==> config.mk <==
export PLATFORM = sky130hd
export DESIGN_NAME = csa_accumulator
export DESIGN_NICKNAME = d
export VERILOG_FILES = /design/src/rtl/csa_accumulator.sv
export SDC_FILE = /design/constraint.sdc
export NUM_CORES = 1
export LEC_CHECK = 0
export ABC_CLOCK_PERIOD_IN_PS = 6700
export BUFFER_PORTS_ARGS = -buffer_cell sky130_fd_sc_hd__buf_4
export CAP_MARGIN = 15
export CORE_AREA = 5 5 84 86
export CTS_CLUSTER_DIAMETER = 40
export CTS_CLUSTER_SIZE = 20
export DETAILED_ROUTE_END_ITERATION = 10
export DIE_AREA = 0 0 89 91
export PLACE_DENSITY = 0.57
export SLEW_MARGIN = 20
export SYNTH_ARGS = -nofsm -noshare
export SYNTH_HDL_FRONTEND = slang
export SYNTH_SLANG_ARGS = --single-unit
==> constraint.sdc <==
create_clock -name clk -period 6.7 [get_ports clk]
set_input_delay 2.01 -clock clk [delete_from_list [all_inputs] [get_ports clk]]
set_output_delay 2.01 -clock clk [all_outputs]
set_load 0.05 [all_outputs]
==> src/rtl/csa_accumulator.sv <==
// csa_accumulator
//   Multi-operand unsigned accumulator. Each accepted beat is folded into a
//   redundant sum/carry pair with a 3:2 carry-save step, so no carry has to
//   ripple while beats arrive. After the in_last beat, the redundant pair is
//   resolved CHUNK bits per cycle by a small carry-propagate adder. The total
//   is then held on a valid/ready output.
//
// Ports
//   clk, rst_n          rising-edge clock, asynchronous active-low reset
//   in_valid/in_ready   operand stream handshake (ready only while accumulating)
//   in_data             unsigned operand, zero-extended to ACC_W
//   in_last             final operand of the packet, sampled with the beat
//   out_valid/out_ready result handshake
//   out_sum             packet total modulo 2^ACC_W
//   out_count           operand count, saturating at 2^COUNT_W
//   out_ovf             packet held more than 2^COUNT_W operands
module csa_accumulator #(
   parameter int WIDTH   = 8,
   parameter int COUNT_W = 4,
   parameter int CHUNK   = 4
) (
   input  logic                       clk,
   input  logic                       rst_n,
   input  logic                       in_valid,
   output logic                       in_ready,
   input  logic [WIDTH-1:0]           in_data,
   input  logic                       in_last,
   output logic                       out_valid,
   input  logic                       out_ready,
   output logic [WIDTH+COUNT_W-1:0]   out_sum,
   output logic [COUNT_W:0]           out_count,
   output logic                       out_ovf
);

   localparam int ACC_W  = WIDTH + COUNT_W;
   localparam int NCHUNK = (ACC_W + CHUNK - 1) / CHUNK;
   localparam int PAD_W  = NCHUNK * CHUNK;
   localparam int KW     = (NCHUNK > 1) ? $clog2(NCHUNK) : 1;
   localparam int BW     = (PAD_W > 1) ? $clog2(PAD_W) : 1;

   localparam logic [KW-1:0]    LAST_K  = KW'(NCHUNK - 1);
   localparam logic [COUNT_W:0] CNT_MAX = {1'b1, {COUNT_W{1'b0}}};

   typedef enum logic [1:0] {
      ACCUM,
      RESOLVE,
      OUTPUT
   } state_t;

   state_t              state;
   logic [ACC_W-1:0]    s_q, c_q, r_q;
   logic                cy_q;
   logic [COUNT_W:0]    cnt_q;
   logic                ovf_q;
   logic [KW-1:0]       k_q;

   logic                beat;
   logic [ACC_W-1:0]    d_ext;
   logic [ACC_W-1:0]    maj;

   // Chunked resolve datapath: S/C/R are widened to a whole number of
   // chunks so the final (possibly short) chunk needs no special case.
   // The zero padding only feeds the discarded carry-out.
   logic [BW-1:0]       base;
   logic [PAD_W-1:0]    s_pad, c_pad, r_pad;
   logic [CHUNK-1:0]    s_chunk, c_chunk;
   logic [CHUNK:0]      chunk_sum;
   logic [ACC_W-1:0]    r_next;

   assign in_ready  = (state == ACCUM);
   assign out_valid = (state == OUTPUT);
   assign out_sum   = r_q;
   assign out_count = cnt_q;
   assign out_ovf   = ovf_q;

   assign beat  = in_valid && (state == ACCUM);
   assign d_ext = {{COUNT_W{1'b0}}, in_data};
   assign maj   = (s_q & c_q) | (s_q & d_ext) | (c_q & d_ext);

   always_comb begin
      base      = BW'(k_q) * BW'(CHUNK);
      s_pad     = '0;
      c_pad     = '0;
      r_pad     = '0;
      s_pad[ACC_W-1:0] = s_q;
      c_pad[ACC_W-1:0] = c_q;
      r_pad[ACC_W-1:0] = r_q;
      s_chunk   = CHUNK'(s_pad >> base);
      c_chunk   = CHUNK'(c_pad >> base);
      chunk_sum = {1'b0, s_chunk} + {1'b0, c_chunk} + {{CHUNK{1'b0}}, cy_q};
      r_pad     = (r_pad & ~(PAD_W'({CHUNK{1'b1}}) << base))
                | (PAD_W'(chunk_sum[CHUNK-1:0]) << base);
      r_next    = r_pad[ACC_W-1:0];
   end

   always_ff @(posedge clk or negedge rst_n) begin
      if (!rst_n) begin
         state <= ACCUM;
         s_q   <= '0;
         c_q   <= '0;
         r_q   <= '0;
         cy_q  <= 1'b0;
         cnt_q <= '0;
         ovf_q <= 1'b0;
         k_q   <= '0;
      end else begin
         case (state)
            ACCUM: begin
               if (beat) begin
                  s_q <= s_q ^ c_q ^ d_ext;
                  c_q <= {maj[ACC_W-2:0], 1'b0};
                  if (cnt_q == CNT_MAX) begin
                     ovf_q <= 1'b1;
                  end else begin
                     cnt_q <= cnt_q + 1'b1;
                  end
                  if (in_last) begin
                     state <= RESOLVE;
                     k_q   <= '0;
                     cy_q  <= 1'b0;
                  end
               end
            end
            RESOLVE: begin
               r_q  <= r_next;
               cy_q <= chunk_sum[CHUNK];
               if (k_q == LAST_K) begin
                  k_q   <= '0;
                  state <= OUTPUT;
               end else begin
                  k_q <= k_q + 1'b1;
               end
            end
            OUTPUT: begin
               if (out_ready) begin
                  s_q   <= '0;
                  c_q   <= '0;
                  cnt_q <= '0;
                  ovf_q <= 1'b0;
                  state <= ACCUM;
               end
            end
            default: state <= ACCUM;
         endcase
      end
   end

endmodule
==> metrics.yaml, run 1 <==
outcome:
  status: "completed"
timing:
  worst_slew_pin_slew_ps: 980.2
  rsz0062_at_grt: "false"
  hold_violations: 0
  fin_crit_sh_pct: 51.00
  slew_headroom_pct: 34.58
  setup_tns_ps: 0
  fin_worst_skew_ps: 10.79
  slew_violations: 0
  fmax_mhz: 292.7
  finalSetupViolations: 0
  period_minus_slack_ps: 3417
synthesis:
  synth_fa_ha_area_share_pct: 12.17
  seq_area_frac_synth_pct: 47.87
  synth_top_family_by_area: "compound AO/OA/AOI/OAI gates"
  synth.area.top_cells: "dfrtp_1, a22o_1, fa_1"
  synth_compound_area_share_pct: 17.69
  async_flop_share_pct: 100.0
  yosysTopAreaCell: "dfrtp_1"
  ys_ff_latch: 46
  synth_cell_types: 44
  synth_area_um2: 2405
  synth_top_flop_cell: "dfrtp_1"
  synthCells: 209
  synthMuxAreaShare_pct: 3.382
  synth_top_area_share_pct: 47.87
  avgSynthCellArea_um2: 11.51
  synth_edf_count: 0
  yosysWarnings: 0
  synth_nets: 240
  synthXorXnorAreaFrac_pct: 0.7284
  synthSimpleGateAreaFrac_pct: 14.62
setup_path:
  reg2reg_slack_ps: 3900
  r2r_cells: 6
  rr_startpoint: "k_q[0]"
  critPathRequiredTime_ps: 4690
  path_class: "reg2out"
  crit_path_start_kind: "register"
  timing.rr.end: "out_sum[9]"
  crit_arrival_ps: 1410
  end_kind: "primary output"
  path_max_fanout: 19
clock_network:
  post_cts_buffers: 0
  ctsLongestPathBuffers: 2
  cts_made_buffers: 5
  hold_buffers: 0
  clkTransAtPathRegs_ps: 90
  clock_latency_ps: 300
  clock_sinks: 46
  post_cts_resized: 0
  cts_tree: "built"
  htree_levels: 2
  root_buffer: "clkbuf_8"
hold_path:
  hold_path_end: "out_sum[5]"
  hold_start: "out_sum[5]"
  holdPathStages: 2
  hold_class: "reg2reg"
drt:
  routed_wl_um: 5027
  route.detailed.drc: 0
  routedWlPerCell_um: 15.96
  dr.pass1.iters: 4
  via_per_inst: 5.384
  drtIter0Drc: 89
  ant_nets: 0
  route.vias.total: 1696
grt:
  track_usage_pct: 13.58
  grt_antenna_before_repair: 0
  grt-ovfl-total: 0
  grt_pass1_wl_um: 8700
  grt_max_degree: 47
  grt_pass1_vias: 1709
cells_and_area:
  final_cell_mix: "dfrtp_1, buf_4, nand2_1, a22o_1, o21ai_0"
  final_common_cell: "dfrtp_1"
  diodes: 0
  final_nets: 268
  drive_gt1_share_pct: 19.33
  stdcell_count: 315
  area_growth_pct: 16.44
pwr:
  switchingPower_w: 0.0006841
  peakVddDrop_mv: 0.1901
  swShare_pct: 46.44
  leakagePower_nw: 1.339
  seq_power_share_pct: 35.7
  p_clk_share_pct: 14.2
  comb_power_share_pct: 50.1
  p_per_area_nw_per_um2: 526.1
  internal_power_w: 0.0007890
place:
  routabilityCongestion: 0.7558
  dp.cells: 306
  io_buffer_count: 32
  post-dp-hpwl_um: 3529
die:
  rows: 29
  start_util_pct: 38.76
  die_y_um: 91
  die_area_um2: 8099
  die_w_um: 89
  fp.coreArea_um2: 6205
  pin_count: 33
run:
  drv_cap: 0
==> registers in the layout (all words and copies together) (netlist names) <==
name,cells
c_pad,11
cy_q,1
k_q,2
out_count,5
out_ovf,1
out_sum,12
s_pad,12
state,2
==> final cells by class <==
type | instances | area (µm²)
Inverter | 6 | 22.52
Clock buffer | 6 | 72.57
Fill cell | 615 | 3405
Tap cell | 77 | 96.34
Multi-Input combinational cell | 145 | 1169
Clock inverter | 2 | 37.54
Sequential cell | 46 | 1151
Timing Repair Buffer | 33 | 251.5
==> critical path: stages, from the launching register on <==
cell	delay, ps
dfrtp_1	720
nand2b_1	130
inv_1	70
buf_4	190
==> power groups by stage <==
stage	sequential [W]	clock [W]	combinational [W]
3_3_place_gp	0.000532	0	0.000733
3_5_place_dp	0.000532	0	0.000743
5_1_grt	0.000548	0.000224	0.000819
4_1_cts	0.000527	0.000213	0.000744
2_1_floorplan	0.000632	0	0.000433
6_report	0.000526	0.000209	0.000738
==> cell usage after synthesis, types with 4 or more instances <==
library cell and number:
mux2i_1 7, ha_1 9, dfrtp_1 46, inv_1 6
clkbuf_1 4, a21oi_1 7, nand3_1 4, a22o_1 22
nand2_1 24, fa_1 9, o21ai_0 13, nor2_1 6
==> logic make-up (layout without fill, tap and decap cells) <==
kind of cell	Yosys count	count (layout)
DFF	46	46
buffers and inverters	18	47
AOI/OAI and AO/OA	58	58
muxes	8	8
adders and majority gates	18	18
and+or+nand+nor	59	59
xor gates and xnor gates	2	2
==> how the worst max path moves through the flow <==
stage | start | to | slack, ps | depth (start not counted)
6_report | state[1] | out_valid | 3280 | 3
5_1_grt | state[1] | out_valid | 3160 | 3
4_1_cts | in_valid | out_count[0] | 3010 | 4
3_5_place_dp | in_valid | out_count[0] | 2660 | 4
3_3_place_gp | in_valid | out_count[0] | 2660 | 4
2_1_floorplan | state[1] | in_ready | 3360 | 3
==> per-layer routing <==
metal / up-vias / routed length (µm) / GRT usage, %
met1: 836 / 2479 / 20.03
li1: 821 / - / -
met3: 6 / 208 / 3.077
met4: 0 / 64 / 4.591
met2: 33 / 2275 / 19.62
met5: - / 0 / 0
==> per-stage QoR <==
stage	power, W	utilization, %	hold slack (ps)	instance area, µm²	setup WS [ps]
floorplan	0.001065	-	456.1	2405	3355
CTS	0.001485	44.95	485.2	2789	3011
finish	0.001473	45.13	478.4	2800	3283
global placement	0.001265	43.17	462.0	2679	2659
global route	0.001591	45.13	528.3	2800	3164
detailed placement	0.001275	43.17	464.1	2679	2658
No activity file was read; power rests on OpenSTA's default activity.
==> run 2: changes to the inputs <==
--- a/config.mk
+++ b/config.mk
@@ -5,14 +5,15 @@
 export SDC_FILE = /design/constraint.sdc
 export NUM_CORES = 1
 export LEC_CHECK = 0
-export ABC_CLOCK_PERIOD_IN_PS = 6700
+export ABC_AREA = 1
+export ABC_CLOCK_PERIOD_IN_PS = 3200
 export BUFFER_PORTS_ARGS = -buffer_cell sky130_fd_sc_hd__buf_4
 export CAP_MARGIN = 15
-export CORE_AREA = 5 5 84 86
+export CORE_AREA = 5 5 85 87
 export CTS_CLUSTER_DIAMETER = 40
 export CTS_CLUSTER_SIZE = 20
 export DETAILED_ROUTE_END_ITERATION = 10
-export DIE_AREA = 0 0 89 91
+export DIE_AREA = 0 0 90 92
 export PLACE_DENSITY = 0.57
 export SLEW_MARGIN = 20
 export SYNTH_ARGS = -nofsm -noshare
==> constraint.sdc (replaced) <==
create_clock -name clk -period 3.2 [get_ports clk]
set_input_delay 0.96 -clock clk [delete_from_list [all_inputs] [get_ports clk]]
set_output_delay 0.96 -clock clk [all_outputs]
set_load 0.05 [all_outputs]
==> metrics.yaml, run 2 <==
outcome:
  status: "completed"
synthesis:
  synth_edf_count: 0  # unchanged
  synthSimpleGateAreaFrac_pct: 23.98  # +9.4 points
  synth_top_flop_cell: "dfrtp_1"
  synth_fa_ha_area_share_pct: 11.84  # -0.34 points
  yosysWarnings: 0  # unchanged
  ys_top_cells_by_count: "nand2_1, dfrtp_1, inv_1"
  synth_cell_types: 25  # -43%
  synth_top_family_by_area: "simple AND/OR/NAND/NOR gates"
  seq_area_frac_synth_pct: 46.54  # -1.3 points
  synth.area.top_cells: "dfrtp_1, nand2_1, fa_1"
  yosysTopAreaCell: "dfrtp_1"
  synthCells: 274  # +31%
  synthMuxAreaShare_pct: 0  # -3.4 points
  synth_area_um2: 2474  # +2.9%
  synth_top_area_share_pct: 46.54  # -1.3 points
  avgSynthCellArea_um2: 9.028  # -22%
  yosysMostFrequentCell: "nand2_1"
  ys_ff_latch: 46  # unchanged
  async_flop_share_pct: 100.0  # unchanged
  synth_compound_area_share_pct: 9.155  # -8.5 points
  synth_nets: 305  # +27%
  synthXorXnorAreaFrac_pct: 1.062  # +0.33 points
setup_path:
  slowest_delay_ps: 440  # -280 ps
  rr_startpoint: "k_q[1]"
  critPathRequiredTime_ps: 3400  # -1290 ps
  cp_cell_sequence: "inv_1 > nand2_1 > o22ai_1 > a21oi_1 > fa_1 > inv_1 > fa_1 > nand2_1 > o21ai_0"
  crit_path_start_kind: "register"
  crit_arrival_ps: 2480  # +1070 ps
  slowest_stage: "fa_1"
  path_max_fanout: 9  # -10
  crit_path_start: "k_q[1]"
  end_kind: "register"
  path_class: "reg2reg"
timing:
  hold_violations: 0  # unchanged
  setup_tns_ps: 0  # unchanged
  fmax_mhz: 437.9
  worst_slew_pin_slew_ps: 605.0  # -375.2 ps
  rsz0062_at_grt: "false"
  finalSetupViolations: 0  # unchanged
  finalWorstSetupSlack_ps: 916.1  # -2367 ps
  slew_violations: 0  # unchanged
  period_minus_slack_ps: 2284
  slew_headroom_pct: 59.67  # +25 points
  fin_worst_skew_ps: 13.60  # +2.810 ps
  fin_crit_sh_pct: 71.37
clock_network:
  htree_levels: 2  # unchanged
  clkTransAtPathRegs_ps: 90  # about the same
  post_cts_resized: 0  # unchanged
  post_cts_buffers: 0  # unchanged
  ctsLongestPathBuffers: 2  # unchanged
  clock_latency_ps: 310  # about the same
  root_buffer: "clkbuf_8"
  clock_sinks: 46  # unchanged
  cts_made_buffers: 5  # unchanged
  hold_buffers: 0  # unchanged
  cts_tree: "built"
place:
  dp_slack_ps: 940.2  # -1718 ps
  place_area_um2: 2761  # +3.1%
  routabilityCongestion: 0.7782  # +3.0%
  io_buffer_count: 32  # unchanged
  post-dp-hpwl_um: 4070  # +15%
pwr:
  p_per_area_nw_per_um2: 1128  # +110%
  leakagePower_nw: 1.478  # +10%
  p_total_w: 0.003275  # +120%
  peakVddDrop_mv: 0.4804  # +150%
drt:
  routed_wl_um: 5513  # +9.7%
  route.vias.total: 1892  # +12%
  drtIter0Drc: 110  # +24%
  dr.pass1.iters: 5  # +1
  ant_nets: 0  # unchanged
  routedWlPerCell_um: 14.28  # -11%
  route.detailed.drc: 0  # unchanged
  via_per_inst: 4.902  # -9.0%
die:
  die_area_um2: 8280  # +2.2%
  start_util_pct: 39.41  # +0.65 points
  rows: 29  # unchanged
  die_y_um: 92  # +1.1%
  pin_count: 33  # unchanged
  fp.coreArea_um2: 6277  # +1.2%
  die_w_um: 90  # +1.1%
cells_and_area:
  final_nets: 339  # +26%
  diodes: 0  # unchanged
  num-fill-cells: 629  # +2.3%
  multi_input_area_um2: 1139  # -2.6%
  fin_area_um2: 2904  # +3.7%
  regArea_um2: 1151  # unchanged
  area_growth_pct: 17.40
  final_cell_mix: "nand2_1, dfrtp_1, buf_4, inv_1, nand3_1"
  final_common_cell: "nand2_1"
  final_util_pct: 46.26  # +1.1 points
  drive_gt1_share_pct: 18.77  # -0.56 points
grt:
  grt_pass1_vias: 1920  # +12%
  grt_pass1_wl_um: 9556  # +9.8%
  grt_max_degree: 47  # unchanged
  grt-ovfl-total: 0  # unchanged
  track_usage_pct: 14.21  # +0.63 points
  grt_antenna_before_repair: 0  # unchanged
hold_path:
  hold_start: "out_sum[2]"
  hold_class: "reg2reg"
run:
  drv_cap: 0  # unchanged
-- run 2: report_power, final --
part | internal (W) | leakage (nW) | switching [W]
logic | 0.000543 | 0.815 | 0.00115
clock network | 0.000333 | 0.0714 | 0.000202
registers | 0.000821 | 0.592 | 0.000221
total | 0.00170 | 1.48 | 0.00158
-- run 2: critical path, delay by kind of cell (launching register included) --
family / cells / cell delay [ps]
AND/OR/NAND/NOR: 2 / 320
adder cells (fa/ha/maj): 2 / 830
flip-flops: 1 / 430
AO/OA/AOI/OAI: 3 / 400
buffers and inverters: 2 / 190
-- run 2: worst paths after layout --
path	end	slack (ps)	cells past startpoint
worst max-delay path	out_sum[1]	920	9
worst min-delay path	out_sum[2]	480	2
worst max register to register	out_sum[1]	920	9
worst min register to register	out_sum[2]	480	2
max in group asynchronous	s_pad[4]	2120	1
min in group asynchronous	out_count[3]	650	1
-- run 2: through the flow --
stage / hold WS, ps / cells
after floorplan: 441.9 / 274
after global placement: 461.7 / 378
after detailed placement: 459.4 / 378
after CTS: 483.0 / 386
after global routing: 506.2 / 386
final: 484.2 / 386
-- run 2: final cells by class --
type	instances	area share [%]
Sequential cell	46	39.64
Timing Repair Buffer	32	8.272
Tap cell	77	3.318
Clock buffer	6	2.844
Clock inverter	2	2.068
Inverter	36	4.653
Multi-Input combinational cell	187	39.21
-- run 2: cells by family (layout without fill, tap and decap cells) --
| kind of cell | Yosys count | count (layout) |
|---|---|---|
| AO/OA/AOI/OAI | 39 | 39 |
| XOR/XNOR | 3 | 3 |
| adder cells (fa/ha/maj) | 18 | 18 |
| buffers and inverters | 41 | 76 |
| flip-flops | 46 | 46 |
| AND/OR/NAND/NOR | 127 | 127 |
-- run 2: routing by layer --
metal | share of wire [%] | global-route usage, % | wire length (µm) | up-vias
li1 | - | - | - | 950
met1 | 49 | 20.03 | 2714 | 889
met2 | 44 | 21.46 | 2444 | 45
met3 | 4.9 | 3.191 | 269 | 8
met4 | 1.5 | 5.211 | 84 | 0
met5 | 0 | 0 | 0 | -
